`src/rtl/battle_pkg.sv`:
```
// battle_pkg: codes and helpers shared by the battle controller and every
// phase block, so the 4-bit phase encoding is defined in exactly one place.
//   phase_t : the six phase codes driven on state_out
//   HP_W    : width of all hit-point values
//   sat_sub : subtraction clamped at zero, used for all HP damage
package battle_pkg;

  localparam int HP_W = 8;

  typedef enum logic [3:0] {
    PH_TITLE  = 4'b0000,
    PH_MENU   = 4'b0001,
    PH_ATTACK = 4'b0010,
    PH_ENEMY  = 4'b1000,
    PH_LOSE   = 4'b1100,
    PH_WIN    = 4'b1110
  } phase_t;

  function automatic logic [HP_W-1:0] sat_sub(input logic [HP_W-1:0] a,
                                              input logic [HP_W-1:0] b);
    return (a > b) ? a - b : '0;
  endfunction

endpackage

```
`src/rtl/battle_controller_rise_detect.sv`:
```
// rise_detect: 1-bit rising-edge detector. The previous input value is
// registered; rise is high for the cycle in which d is seen high after
// having been low on the previous clock.
//   clk  : system clock
//   rst  : synchronous active-high reset (clears the history register)
//   d    : level input (already debounced)
//   rise : one-cycle rising-edge indication
module rise_detect (
  input  logic clk,
  input  logic rst,
  input  logic d,
  output logic rise
);

  logic prev;

  // NOTE: sequential state is always written with non-blocking (<=)
  // assignments so every register samples the pre-edge values of the others.
  always_ff @(posedge clk) begin
    if (rst) prev <= 1'b0;
    else     prev <= d;
  end

  assign rise = d & ~prev;

endmodule

```
`src/rtl/battle_controller.sv`:
```
// battle_controller: top-level turn sequencer. Walks TITLE -> MENU ->
// ATTACK -> ENEMY -> MENU ... and ends in LOSE or WIN. Drives the phase
// code and turn index to the enemy-phase block and reacts to its
// busy/finished/damage signals.
// Optional build macro: BATTLE_IFRAME_EN (adds a post-hit invulnerability
// window of IFRAME_CYCLES cycles during which damage edges are ignored).
// Ports:
//   clk, rst            : clock, synchronous active-high reset
//   start_in            : start/restart button (level, edge-detected here)
//   confirm_in          : menu confirm button (level, edge-detected here)
//   select_in           : menu choice, 0 = FIGHT, 1 = SPARE
//   attack_done_in      : pulse, attack minigame ended
//   attack_hit_in       : qualifies attack_done_in, 1 = attack landed
//   enemy_busy_in       : enemy-phase block still running
//   enemy_finished_in   : pulse, enemy phase complete
//   damage_in           : damage level from enemy-phase block
//   state_out           : current phase code
//   turn_out            : pattern/turn index, wraps at NUM_TURNS
//   player_hp_out       : player hit points
//   enemy_hp_out        : enemy hit points
//   game_over_out       : high in LOSE
//   win_out             : high in WIN
module battle_controller
  import battle_pkg::*;
#(
  parameter int          PLAYER_HP_MAX  = 20,
  parameter int          ENEMY_HP_MAX   = 30,
  parameter int          HIT_DMG        = 4,
  parameter int          ATTACK_DMG     = 5,
  parameter int          NUM_TURNS      = 10,
  parameter logic [31:0] TIMEOUT_CYCLES = 32'd650_000_000
`ifdef BATTLE_IFRAME_EN
  ,
  parameter logic [31:0] IFRAME_CYCLES  = 32'd32_500_000
`endif
) (
  input  logic            clk,
  input  logic            rst,
  input  logic            start_in,
  input  logic            confirm_in,
  input  logic            select_in,
  input  logic            attack_done_in,
  input  logic            attack_hit_in,
  input  logic            enemy_busy_in,
  input  logic            enemy_finished_in,
  input  logic            damage_in,
  output logic [3:0]      state_out,
  output logic [3:0]      turn_out,
  output logic [HP_W-1:0] player_hp_out,
  output logic [HP_W-1:0] enemy_hp_out,
  output logic            game_over_out,
  output logic            win_out
);

  localparam logic [HP_W-1:0] PLAYER_MAX = HP_W'(PLAYER_HP_MAX);
  localparam logic [HP_W-1:0] ENEMY_MAX  = HP_W'(ENEMY_HP_MAX);
  localparam logic [HP_W-1:0] HIT        = HP_W'(HIT_DMG);
  localparam logic [HP_W-1:0] ATK        = HP_W'(ATTACK_DMG);
  localparam logic [3:0]      LAST_TURN  = 4'(NUM_TURNS - 1);

  phase_t            state, state_next;
  logic [HP_W-1:0]   php_next, ehp_next, hit_hp;
  logic [3:0]        turn_next;
  logic [31:0]       watchdog, wd_next;
  logic              start_rise, confirm_rise, damage_rise;
  logic              iframe_ok, hit_accept;

  rise_detect u_start   (.clk(clk), .rst(rst), .d(start_in),   .rise(start_rise));
  rise_detect u_confirm (.clk(clk), .rst(rst), .d(confirm_in), .rise(confirm_rise));
  rise_detect u_damage  (.clk(clk), .rst(rst), .d(damage_in),  .rise(damage_rise));

`ifdef BATTLE_IFRAME_EN
  logic [31:0] iframe_cnt;

  assign iframe_ok = (iframe_cnt == '0);

  always_ff @(posedge clk) begin
    if (rst)
      iframe_cnt <= '0;
    else if (state != PH_ENEMY || state_next != PH_ENEMY)
      iframe_cnt <= '0;
    else if (hit_accept)
      iframe_cnt <= IFRAME_CYCLES - 32'd1;
    else if (iframe_cnt != '0)
      iframe_cnt <= iframe_cnt - 32'd1;
  end
`else
  assign iframe_ok = 1'b1;
`endif

  assign hit_accept = (state == PH_ENEMY) && damage_rise && iframe_ok;
  assign hit_hp     = sat_sub(player_hp_out, HIT);

  // NOTE: every signal written here gets a default first, so no path through
  // the case statement can leave one unassigned and infer a latch.
  always_comb begin
    state_next = state;
    php_next   = player_hp_out;
    ehp_next   = enemy_hp_out;
    turn_next  = turn_out;
    wd_next    = '0;
    unique case (state)
      PH_TITLE: begin
        if (start_rise) begin
          state_next = PH_MENU;
          php_next   = PLAYER_MAX;
          ehp_next   = ENEMY_MAX;
          turn_next  = '0;
        end
      end
      PH_MENU: begin
        if (confirm_rise) state_next = select_in ? PH_WIN : PH_ATTACK;
      end
      PH_ATTACK: begin
        if (attack_done_in) begin
          if (attack_hit_in) ehp_next = sat_sub(enemy_hp_out, ATK);
          state_next = (ehp_next == '0) ? PH_WIN : PH_ENEMY;
        end
      end
      PH_ENEMY: begin
        wd_next = watchdog + 32'd1;
        if (hit_accept) php_next = hit_hp;
        // A lethal hit wins over a same-cycle finish or timeout.
        if (hit_accept && hit_hp == '0) begin
          state_next = PH_LOSE;
        end else if (enemy_finished_in ||
                     (watchdog == TIMEOUT_CYCLES - 32'd1 && enemy_busy_in)) begin
          state_next = PH_MENU;
          turn_next  = (turn_out == LAST_TURN) ? 4'd0 : turn_out + 4'd1;
          wd_next    = '0;
        end
      end
      PH_LOSE, PH_WIN: begin
        if (start_rise) state_next = PH_TITLE;
      end
      default: state_next = PH_TITLE;
    endcase
  end

  always_ff @(posedge clk) begin
    if (rst) begin
      state         <= PH_TITLE;
      turn_out      <= '0;
      player_hp_out <= PLAYER_MAX;
      enemy_hp_out  <= ENEMY_MAX;
      watchdog      <= '0;
      game_over_out <= 1'b0;
      win_out       <= 1'b0;
    end else begin
      state         <= state_next;
      turn_out      <= turn_next;
      player_hp_out <= php_next;
      enemy_hp_out  <= ehp_next;
      watchdog      <= wd_next;
      game_over_out <= (state_next == PH_LOSE);
      win_out       <= (state_next == PH_WIN);
    end
  end

  assign state_out = state;

endmodule

```
`config.mk`:
```
export PLATFORM = sky130hd
export DESIGN_NAME = battle_controller
export DESIGN_NICKNAME = d
export VERILOG_FILES = /design/src/rtl/battle_pkg.sv /design/src/rtl/battle_controller_rise_detect.sv /design/src/rtl/battle_controller.sv
export SDC_FILE = /design/constraint.sdc
export NUM_CORES = 1
export LEC_CHECK = 0
export ABC_AREA = 1
export BUFFER_PORTS_ARGS = -buffer_cell sky130_fd_sc_hd__buf_2
export CORE_MARGIN = 5
export CORE_UTILIZATION = 54
export CTS_BUF_LIST = sky130_fd_sc_hd__clkbuf_2 sky130_fd_sc_hd__clkbuf_4 sky130_fd_sc_hd__clkbuf_8
export CTS_CLUSTER_DIAMETER = 50
export DETAILED_ROUTE_END_ITERATION = 6
export PLACE_DENSITY_LB_ADDON = 0.05
export SETUP_SLACK_MARGIN = 0.2
export SYNTH_ARGS = -nofsm -noshare
export SYNTH_HDL_FRONTEND = slang
export SYNTH_SLANG_ARGS = --single-unit
```
`constraint.sdc`:
```
create_clock -name clk -period 1.65 [get_ports clk]
set_input_delay 0.2475 -clock clk [delete_from_list [all_inputs] [get_ports clk]]
set_output_delay 0.2475 -clock clk [all_outputs]
set_load 0.05 [all_outputs]
```
* After elaboration in Yosys (flattened, before gate mapping)
Cells that the tools add are included.
** Cells by class
- Bitwise logic cells :: 7
- Reductions and logical operators :: 14
- Equality and inequality tests :: 14
- $lt $le $gt $ge :: 2
- Add/subtract/negate cells :: 4
- Mux-type cells :: 27
** Operators by type and width (number)
- 8-bit 2-to-1 mux :: 9
- 32-bit 2-to-1 mux :: 2
- 4-bit 2-to-1 mux :: 11
- 32-bit by 1-bit adder with 32-bit output, second input constant :: 1
- 32-bit by 30-bit == test with 1-bit output, second input constant :: 1
- 8-bit one-hot mux with 2 select lines :: 2
- 4-bit == test, second input constant :: 6
- 4-bit one-hot mux with 5 select lines :: 1
- 8-bit by 3-bit greater-than comparator with 1-bit output, second input constant :: 2
- 8-bit zero test :: 2
- 8-bit by 3-bit subtractor with 8-bit output, second input constant :: 2
- 2-bit != test, second input constant :: 4
- 4-bit one-hot mux with 2 select lines :: 1
- 3-bit AND reduction :: 2
- 4-bit by 1-bit adder with 4-bit output, second input constant :: 1
- 4-bit by 1-bit == test with 1-bit output, second input constant :: 1
- 4-bit by 2-bit == test with 1-bit output, second input constant :: 1
- 4-bit zero test :: 1
- 1-bit NOT :: 4
- 4-bit AND reduction :: 1
- 2-bit nonzero test :: 2
- 2-bit OR reduction :: 2
- 1-bit AND :: 3
- 1-bit logical AND :: 3
- 3 further kinds :: 3
** Storage, ports and cells
- Output and inout port bits :: 26
- Bits in registers :: 61

* Longest topological paths before layout
Gate-level depths: netlist of run 1.
- Word-level depth :: 10
- Gate-level depth with buffers :: 15
- Depth with buffers taken out :: 15

* Hierarchy
Synthesis of run 1 repeated with hierarchy kept, for this count alone.
** Second synthesis, totals
- Cells, all modules :: 506
- Area, all modules :: 3377.0 sq um
** Modules (own cells, without submodules)
- battle_controller :: times used 1, sequential area each 1161.1 sq um, cells an instance 494, area an instance 3283.1 sq um
- rise_detect :: times used 3, sequential area each 20.0 sq um, cells an instance 4, area an instance 31.3 sq um

* Worst setup path before layout of run 1
No wires, ideal clock.
- Path kind :: flip-flop to flip-flop
- Start point :: register player_hp_out[2]
- End point :: register watchdog[13]
- Setup time :: 0.121 ns
- Cell stages (with the launch flop) :: 14
- Clock period less this slack :: 2.103 ns
- Data arrival time :: 1.982 ns
- Buffers on the path :: 1
- Path slack :: -0.453 ns
- Cell sequence :: dfxtp_1 inv_1 ha_1 inv_1 nand2_1 nand2_2 inv_1 a21oi_1 nor2_2 nand3_4 nand2_2 nand2_4 buf_6 nor3_2
** Between the ends
- Longest elaborated chain between the ends :: 5
- Elaborated cells between the ends (all ways) :: 6
** Ends and longest elaborated chain
- from (decl) :: line battle_controller.sv:49 : output logic [HP_W-1:0] player_hp_out,
- from (signal assigned) :: line battle_controller.sv:152 : player_hp_out <= php_next;
- 8-bit by 3-bit subtractor with 8-bit output or 8-bit by 3-bit greater-than comparator with 1-bit output (tied branches) :: line battle_pkg.sv:21 : return (a > b) ? a - b : '0;
- 8-bit 2-to-1 mux (*) :: line battle_pkg.sv:21
- 8-bit zero test (*) :: line battle_controller.sv:124 : if (hit_accept && hit_hp == '0) begin
- 1-bit logical AND (*) :: line battle_controller.sv:124
- 32-bit 2-to-1 mux (*) :: line battle_controller.sv:124
- to (signal assigned) :: line battle_controller.sv:154 : watchdog <= wd_next;
- to (decl) :: line battle_controller.sv:64 : logic [31:0] watchdog, wd_next;
Mark *: on every way between the ends. The rest lies on a longest branch, timed or not.
A chain may end at the register's enable or synchronous reset.

* Worst setup path after layout of run 1
- Start point :: register player_hp_out[2]
- End point :: register watchdog[14]
Same word-level chain as after synthesis.

==> results of run 1 <==
## power groups by stage
stage | Sequential (mW) | Clock [mW] | Combinational (mW)
after floorplan | 1.63 | 0 | 0.249
after global placement | 1.55 | 0 | 0.475
after detailed placement | 1.55 | 0 | 0.481
after CTS | 1.52 | 1.42 | 0.567
after global routing | 1.53 | 1.53 | 0.754
final | 1.53 | 1.43 | 0.704
## worst max-delay path, cell delays in order (launching register included)
cell and delay, ns:
dfxtp_4 0.37, inv_4 0.07, ha_4 0.15, inv_4 0.04, nor2_4 0.12, nand2_2 0.09, xor2_2 0.16, a21oi_2 0.20
nand3_4 0.14, nand2_8 0.11, nand2_8 0.10, buf_12 0.20, nor3_2 0.10
## path summary, 6_finish.rpt
kind	startpoint	end	slack, ns
setup / recovery	player_hp_out[2]	watchdog[14]	-0.28
hold reg to reg	enemy_hp_out[6]	enemy_hp_out[6]	0.50
hold / removal	damage_in	u_damage.prev	0.1
setup reg to reg	player_hp_out[2]	watchdog[14]	-0.28
## layer usage
layer	vias to the layer above	wire length [um]	GRT usage (%)
met5	-	0	0
met4	0	373	9.61
met3	49	655	4.61
met2	148	5780	42.4
met1	1853	4340	28.0
li1	1835	-	-
## cell families after synthesis
family,count (synthesis),share of synthesized area [%]
AND/OR/NAND/NOR,275,40.8
buffers and inverters,71,8.37
flip-flops,61,36.1
AO/OA/AOI/OAI,46,7.40
XOR/XNOR,18,4.66
adder cells (fa/ha/maj),7,2.59
## through the flow
step	power, mW	hold slack [ns]
5_1_grt	3.81	0.123
6_report	3.67	0.0991
3_3_place_gp	2.03	0.461
2_1_floorplan	1.87	0.372
3_5_place_dp	2.03	0.471
4_1_cts	3.51	0.106
## state kept, by name (all words and copies together), names as in the netlist
name and count:
enemy_hp_out 8, player_hp_out 8, state_out 4, game_over_out 1, u_confirm.prev 1, u_damage.prev 1
win_out 1, u_start.prev 1, turn_out 4, watchdog 32
## repair_timing
item	in CTS	in global routing
buffers inserted	12	13
setup endpoints to repair	48	58
hold buffers	0	0
pin swaps	14	26
cloned	1	1
gates resized for setup	37	88
## cell type report
class / instances / area, um2
Timing Repair Buffer: 131 / 961
Timing Repair inverter: 1 / 5.00
Clock inverter: 4 / 45.0
Multi-Input combinational cell: 347 / 2380
Tap cell: 75 / 93.8
Sequential cell: 61 / 1270
Clock buffer: 12 / 165
Fill cell: 318 / 785
Inverter: 67 / 288
## layout by cell type, fill, tap and decap left out, drive strengths merged
| cell | instances |
|---|---|
| a211oi | 1 |
| a21o | 1 |
| a21oi | 24 |
| a31oi | 3 |
| buf | 130 |
| bufinv | 1 |
| clkbuf | 13 |
| clkinv | 5 |
| clkinvlp | 2 |
| dfxtp | 61 |
| ha | 7 |
| inv | 64 |
| nand2 | 109 |
| nand3 | 34 |
| nand3b | 1 |
| nand4 | 19 |
| nor2 | 79 |
| nor3 | 29 |
| nor3b | 3 |
| nor4 | 2 |
| o21ai | 15 |
| o22ai | 1 |
| o31ai | 1 |
| xnor2 | 5 |
| xor2 | 13 |
==> flow_summary_export.csv, run 1 <==
group,metric,value,unit
power,clock_power_share,39.1,%
timing,final.setup.worst_slack,-0.283,ns
floorplan,fp.coreArea,0.00599,mm2
finish,area_growth_syn_to_layout,54.1,%
clocking,cts_root_buffer,"clkbuf_8",
power,power_density,705,mW/mm2
critical_path,worstPathRequired,1.93,ns
power,swShare,29.7,%
critical_path,ff2ff_path_depth,12,
placement,dp.cells,655,
synthesis,netlist_area,0.00338,mm2
synthesis,synthArstFlopShare,0,%
clocking,clk_latency,0.36,ns
detailed_routing,wl_per_cell,16.0,um
detailed_routing,drcViolationCount,0,
synthesis,yosysSeqAreaShare,36.1,%
grt,grt_pass1_vias,3371,
synthesis,synthTopCellsByArea,"dfxtp_1 36%, nand2_1 11%, nor2_1 7.0%",
critical_path,crit_type,"flop to flop",
timing,setup_viol,42,
floorplan,chipHeight,89.1,um
detailed_routing,first_iter_violations,270,
clocking,cts_tree,"yes",
floorplan,num_io_pins,36,
grt,grt_pass1_wl,14800,um
clocking,h-tree-depth,3,
timing,worst_slew_pin_slew,0.509,ns
critical_path,end_kind,"flop",
grt,grt_max_degree,21,
timing,hold_viol,0,
clocking,clkSinkCount,61,
timing,rsz0062_at_grt,"yes",
grt,grt_usage,23.8,%
timing,skew,0.0119,ns
timing,max_freq,517,MHz
worst_hold_path,min_path_cells,3,
synthesis,synth_common_cells,"98 x nand2_1, 63 x nor2_1, 61 x dfxtp_1",
synthesis,synth_nets,495,
synthesis,synth_seq_cells,61,
synthesis,yosysTopAreaCell,"dfxtp_1",
synthesis,avgSynthCellArea,7.07,um2
power,p_seq_share,41.7,%
outcome,status,"complete, but fails checks",
grt,antenna_found_initial,0,
synthesis,synth_cell_types,38,
synthesis,yosysTopAreaCellShare,36.1,%
placement,placed_area,0.00430,mm2
critical_path,start_kind,"flop",
timing,fin_setup_tns,-8.76,ns
floorplan,die-width,89.1,um
synthesis,synth_cells,478,
clocking,cts_buffers,9,
placement,pre_cts_ws,-0.239,ns
finish,diodes,0,
worst_hold_path,holdCritPathClass,"input pin to flop",
detailed_routing,ant_nets,0,
outcome,violations,"negative setup slack",
synthesis,synth_ff_type,"dfxtp_1",
timing,drv_slew,0,
synthesis,synth_edf_count,0,
finish,drive_above_1_share,50.9,%
floorplan,start_util,56.4,%
timing,slew_headroom,65.9,%
synthesis,yosysMostFrequentCell,"nand2_1",
finish,final_area,0.00521,mm2
clocking,clk_path_buf_depth,2,
placement,portBuffers,35,
finish,final_util,86.9,%
power,pwr-share-comb,19.2,%
floorplan,die_area,0.00794,mm2
critical_path,arrival,2.22,ns
placement,place_congestion,0.880,
detailed_routing,vias,3885,
power,ir_drop,0.533,mV
synthesis,ys_warn_count,0,
placement,dp_hpwl,6350,um
detailed_routing,drt-total-wl,11100,um
grt,grt_overflow,0,
power,p_int,2.58,mW
timing,min_period_over_period,117,%
detailed_routing,via_per_inst,5.57,
timing,period_needed,1.93,ns
clocking,path_clk_slew,0.07,ns
power,p_leak,2.17,nW
finish,instances_no_fill,698,
floorplan,std_cell_rows,28,
detailed_routing,first_pass_iters,4,
job,cap_violations,0,
finish,fin_nets,635,
power,p_sw,1.09,mW
critical_path,worstPathMaxFanout,8,
No activity file was read; power rests on OpenSTA's default activity.
==> inputs of run 2 (changes only) <==
--- a/config.mk
+++ b/config.mk
@@ -5,7 +5,7 @@
 export SDC_FILE = /design/constraint.sdc
 export NUM_CORES = 1
 export LEC_CHECK = 0
-export ABC_AREA = 1
+export ABC_AREA = 0
 export BUFFER_PORTS_ARGS = -buffer_cell sky130_fd_sc_hd__buf_2
 export CORE_MARGIN = 5
 export CORE_UTILIZATION = 54
==> run 2 against run 1 <==
  * The run still ends with negative setup slack left
  * Power decreased by 13%
  * Register-to-register slack got worse by 0.07 ns
  * Combinational power shrank 42%
  * Synthesized area down 2.5%
  * Global-route usage is 2.0 points higher
  * Die area is 2.2% lower
  * Final area decreased by 2.1%
  * Synthesized cell count decreased by 18%
  * Worst hold slack improved by 0.034 ns
  * Sequential share of layout area rose by 0.32 points
  * Sequential power decreased by 3%
  * Critical endpoint is now turn_out[2]
  * Largest power group unchanged
  * Highest routed layer unchanged
==> flow_summary_export.csv, run 2 <==
group,metric,value,unit
placement,placed_area,0.00436,mm2
critical_path,worstPathMaxFanout,5,
finish,fin_nets,561,
clocking,cts_buffers,9,
critical_path,crit_type,"flop to flop",
clocking,path_clk_slew,0.07,ns
synthesis,ys_warn_count,0,
critical_path,ff2ff_path_depth,9,
floorplan,num_io_pins,36,
timing,hold_viol,0,
finish,diodes,0,
timing,max_freq,500,MHz
critical_path,start_kind,"flop",
timing,holdWs,0.133,ns
worst_hold_path,min_path_cells,2,
timing,drv_slew,0,
critical_path,reg2reg_to,"turn_out[2]",
timing,skew,0.0135,ns
power,power_density,624,mW/mm2
grt,grt_max_degree,33,
synthesis,synth_ff_type,"dfxtp_1",
finish,top_register,"watchdog",
clocking,h-tree-depth,3,
synthesis,synth_cells,393,
critical_path,timing.rr.start,"player_hp_out[2]",
grt,antenna_found_initial,0,
synthesis,synth_seq_cells,61,
detailed_routing,first_iter_violations,224,
detailed_routing,wl_met3,644,um
placement,pre_cts_ws,-0.291,ns
placement,portBuffers,35,
detailed_routing,m1WireLength,4230,um
synthesis,yosysSeqAreaShare,37.1,%
finish,drive_above_1_share,50.7,%
detailed_routing,drt-total-wl,10800,um
placement,dp_hpwl,6220,um
synthesis,synth_edf_count,0,
worst_hold_path,hold_end,"u_start.prev",
grt,grt_usage,25.8,%
detailed_routing,ant_nets,0,
timing,setup_viol,53,
finish,area_growth_syn_to_layout,54.7,%
floorplan,std_cell_rows,28,
floorplan,start_util,55.6,%
outcome,violations,"negative setup slack",
synthesis,synth_common_cells,"61 x dfxtp_1, 55 x nor2_1, 31 x nand2_1",
clocking,cts_hold_repair.buffers,0,
timing,fin_setup_tns,-13.05,ns
synthesis,synthTopCellsByArea,"dfxtp_1 37%, nor2_1 6.3%, xor2_1 6.1%",
synthesis,yosysTopAreaCell,"dfxtp_1",
power,p_leak,2.05,nW
critical_path,end_kind,"flop",
detailed_routing,routed-wl-met2,5520,um
job,cap_violations,0,
synthesis,netlist_area,0.00329,mm2
timing,final.setup.worst_slack,-0.352,ns
synthesis,synthArstFlopShare,0,%
critical_path,worstPathRequired,1.91,ns
clocking,cts_tree,"yes",
timing,worst_slew_pin_slew,0.527,ns
critical_path,regToRegSetupSlack,-0.35,ns
finish,layout.cells.most_common_list,"109 x buf_4, 48 x dfxtp_1, 32 x buf_2, 29 x nor2_1",
synthesis,yosysMostFrequentCell,"dfxtp_1",
grt,grt_overflow,0,
floorplan,fp.coreArea,0.00592,mm2
finish,final_common_cell,"buf_4",
worst_hold_path,holdCritPathClass,"input pin to flop",
critical_path,arrival,2.26,ns
timing,period_needed,2.00,ns
worst_hold_path,holdCritStartpoint,"start_in",
detailed_routing,via_per_inst,5.81,
finish,final_area,0.00510,mm2
synthesis,synth_cell_types,68,
detailed_routing,first_pass_iters,5,
grt,grt_pass1_vias,3425,
detailed_routing,drcViolationCount,0,
placement,dp.cells,583,
grt,grt_pass1_wl,15700,um
detailed_routing,wl_per_cell,17.3,um
synthesis,synth_nets,410,
detailed_routing,vias,3621,
finish,instances_no_fill,623,
clocking,cts_root_buffer,"clkbuf_8",
synthesis,yosysTopAreaCellShare,37.1,%
detailed_routing,top_layer_used,"met4",
timing,slew_headroom,64.5,%
floorplan,die_area,0.00776,mm2
placement,place_congestion,0.858,
timing,min_period_over_period,121,%
synthesis,avgSynthCellArea,8.38,um2
finish,fillers,307,
floorplan,chipHeight,88.1,um
timing,rsz0062_at_grt,"yes",
clocking,clk_path_buf_depth,2,
clocking,clk_latency,0.35,ns
power,ir_drop,0.574,mV
finish,top_regs,"watchdog x32, enemy_hp_out x8, player_hp_out x8",
outcome,status,"complete, but fails checks",
clocking,clkSinkCount,61,
finish,largest_reg_flops,32,
floorplan,die-width,88.1,um
## run 2: area by class of cell
| type | instances | area [um2] | area share [%] |
|---|---|---|---|
| Clock buffer | 14 | 180 | 3.53 |
| Clock inverter | 1 | 5.00 | 0.0982 |
| Inverter | 12 | 55.1 | 1.08 |
| Multi-Input combinational cell | 301 | 2310 | 45.2 |
| Sequential cell | 61 | 1260 | 24.7 |
| Tap cell | 75 | 93.8 | 1.84 |
| Timing Repair Buffer | 159 | 1200 | 23.5 |
## run 2: worst max-delay path: stages, from the launching register on
cell,delay [ns]
dfxtp_4,0.35
buf_4,0.16
ha_1,0.20
nor3b_2,0.16
o21ai_2,0.23
a21o_1,0.25
buf_4,0.14
buf_4,0.11
nand4_1,0.10
a21oi_1,0.21
## run 2: kinds of logic (layout without fill, tap and decap cells)
| kind of cell | count (synthesis) | count (layout) | share of synthesized area (%) |
|---|---|---|---|
| buffers and inverters | 31 | 186 | 5.01 |
| DFF | 61 | 61 | 37.1 |
| and+or+nand+nor | 194 | 194 | 31.9 |
| xor gates and xnor gates | 32 | 32 | 8.51 |
| adders and majority gates | 7 | 7 | 2.66 |
| AOI/OAI and AO/OA | 65 | 65 | 13.9 |
| muxes | 3 | 3 | 0.987 |
## run 2: through the flow
stage	total power [mW]	utilization, %
detailed placement	1.83	73.6
floorplan	1.72	-
global placement	1.82	73.6
finish	3.18	86.1
global route	3.28	86.1
CTS	3.13	80.4
## run 2: where the power goes
group          total [mW]  switching, mW  internal, mW
Combinational       0.405          0.222         0.183
Clock                1.29          0.593         0.692
Sequential           1.49         0.0125          1.48
Total                3.18          0.828          2.35
## run 2: worst max path at each step
stage / startpoint / depth (start not counted) / end / slack [ns]
after floorplan: player_hp_out[2] / 10 / watchdog[7] / -0.37
after global placement: player_hp_out[2] / 9 / watchdog[15] / -0.29
after detailed placement: player_hp_out[2] / 9 / watchdog[27] / -0.29
after CTS: player_hp_out[2] / 9 / watchdog[28] / -0.26
after global routing: player_hp_out[2] / 9 / watchdog[7] / -0.41
final: player_hp_out[2] / 9 / turn_out[2] / -0.35
## run 2: per-layer routing
| layer | vias up | track usage (%) |
|---|---|---|
| met1 | 1722 | 29.6 |
| met2 | 163 | 44.7 |
| met4 | 0 | 13.7 |
| met5 | - | 0 |
| met3 | 40 | 5.74 |
| li1 | 1696 | - |
## run 2: what timing repair did
| item | CTS | global route |
|---|---|---|
| gates cloned | 0 | 2 |
| endpoints found under the setup margin | 59 | 59 |
| resized for setup | 39 | 53 |
| buffers inserted | 9 | 14 |
| pin swaps | 30 | 35 |
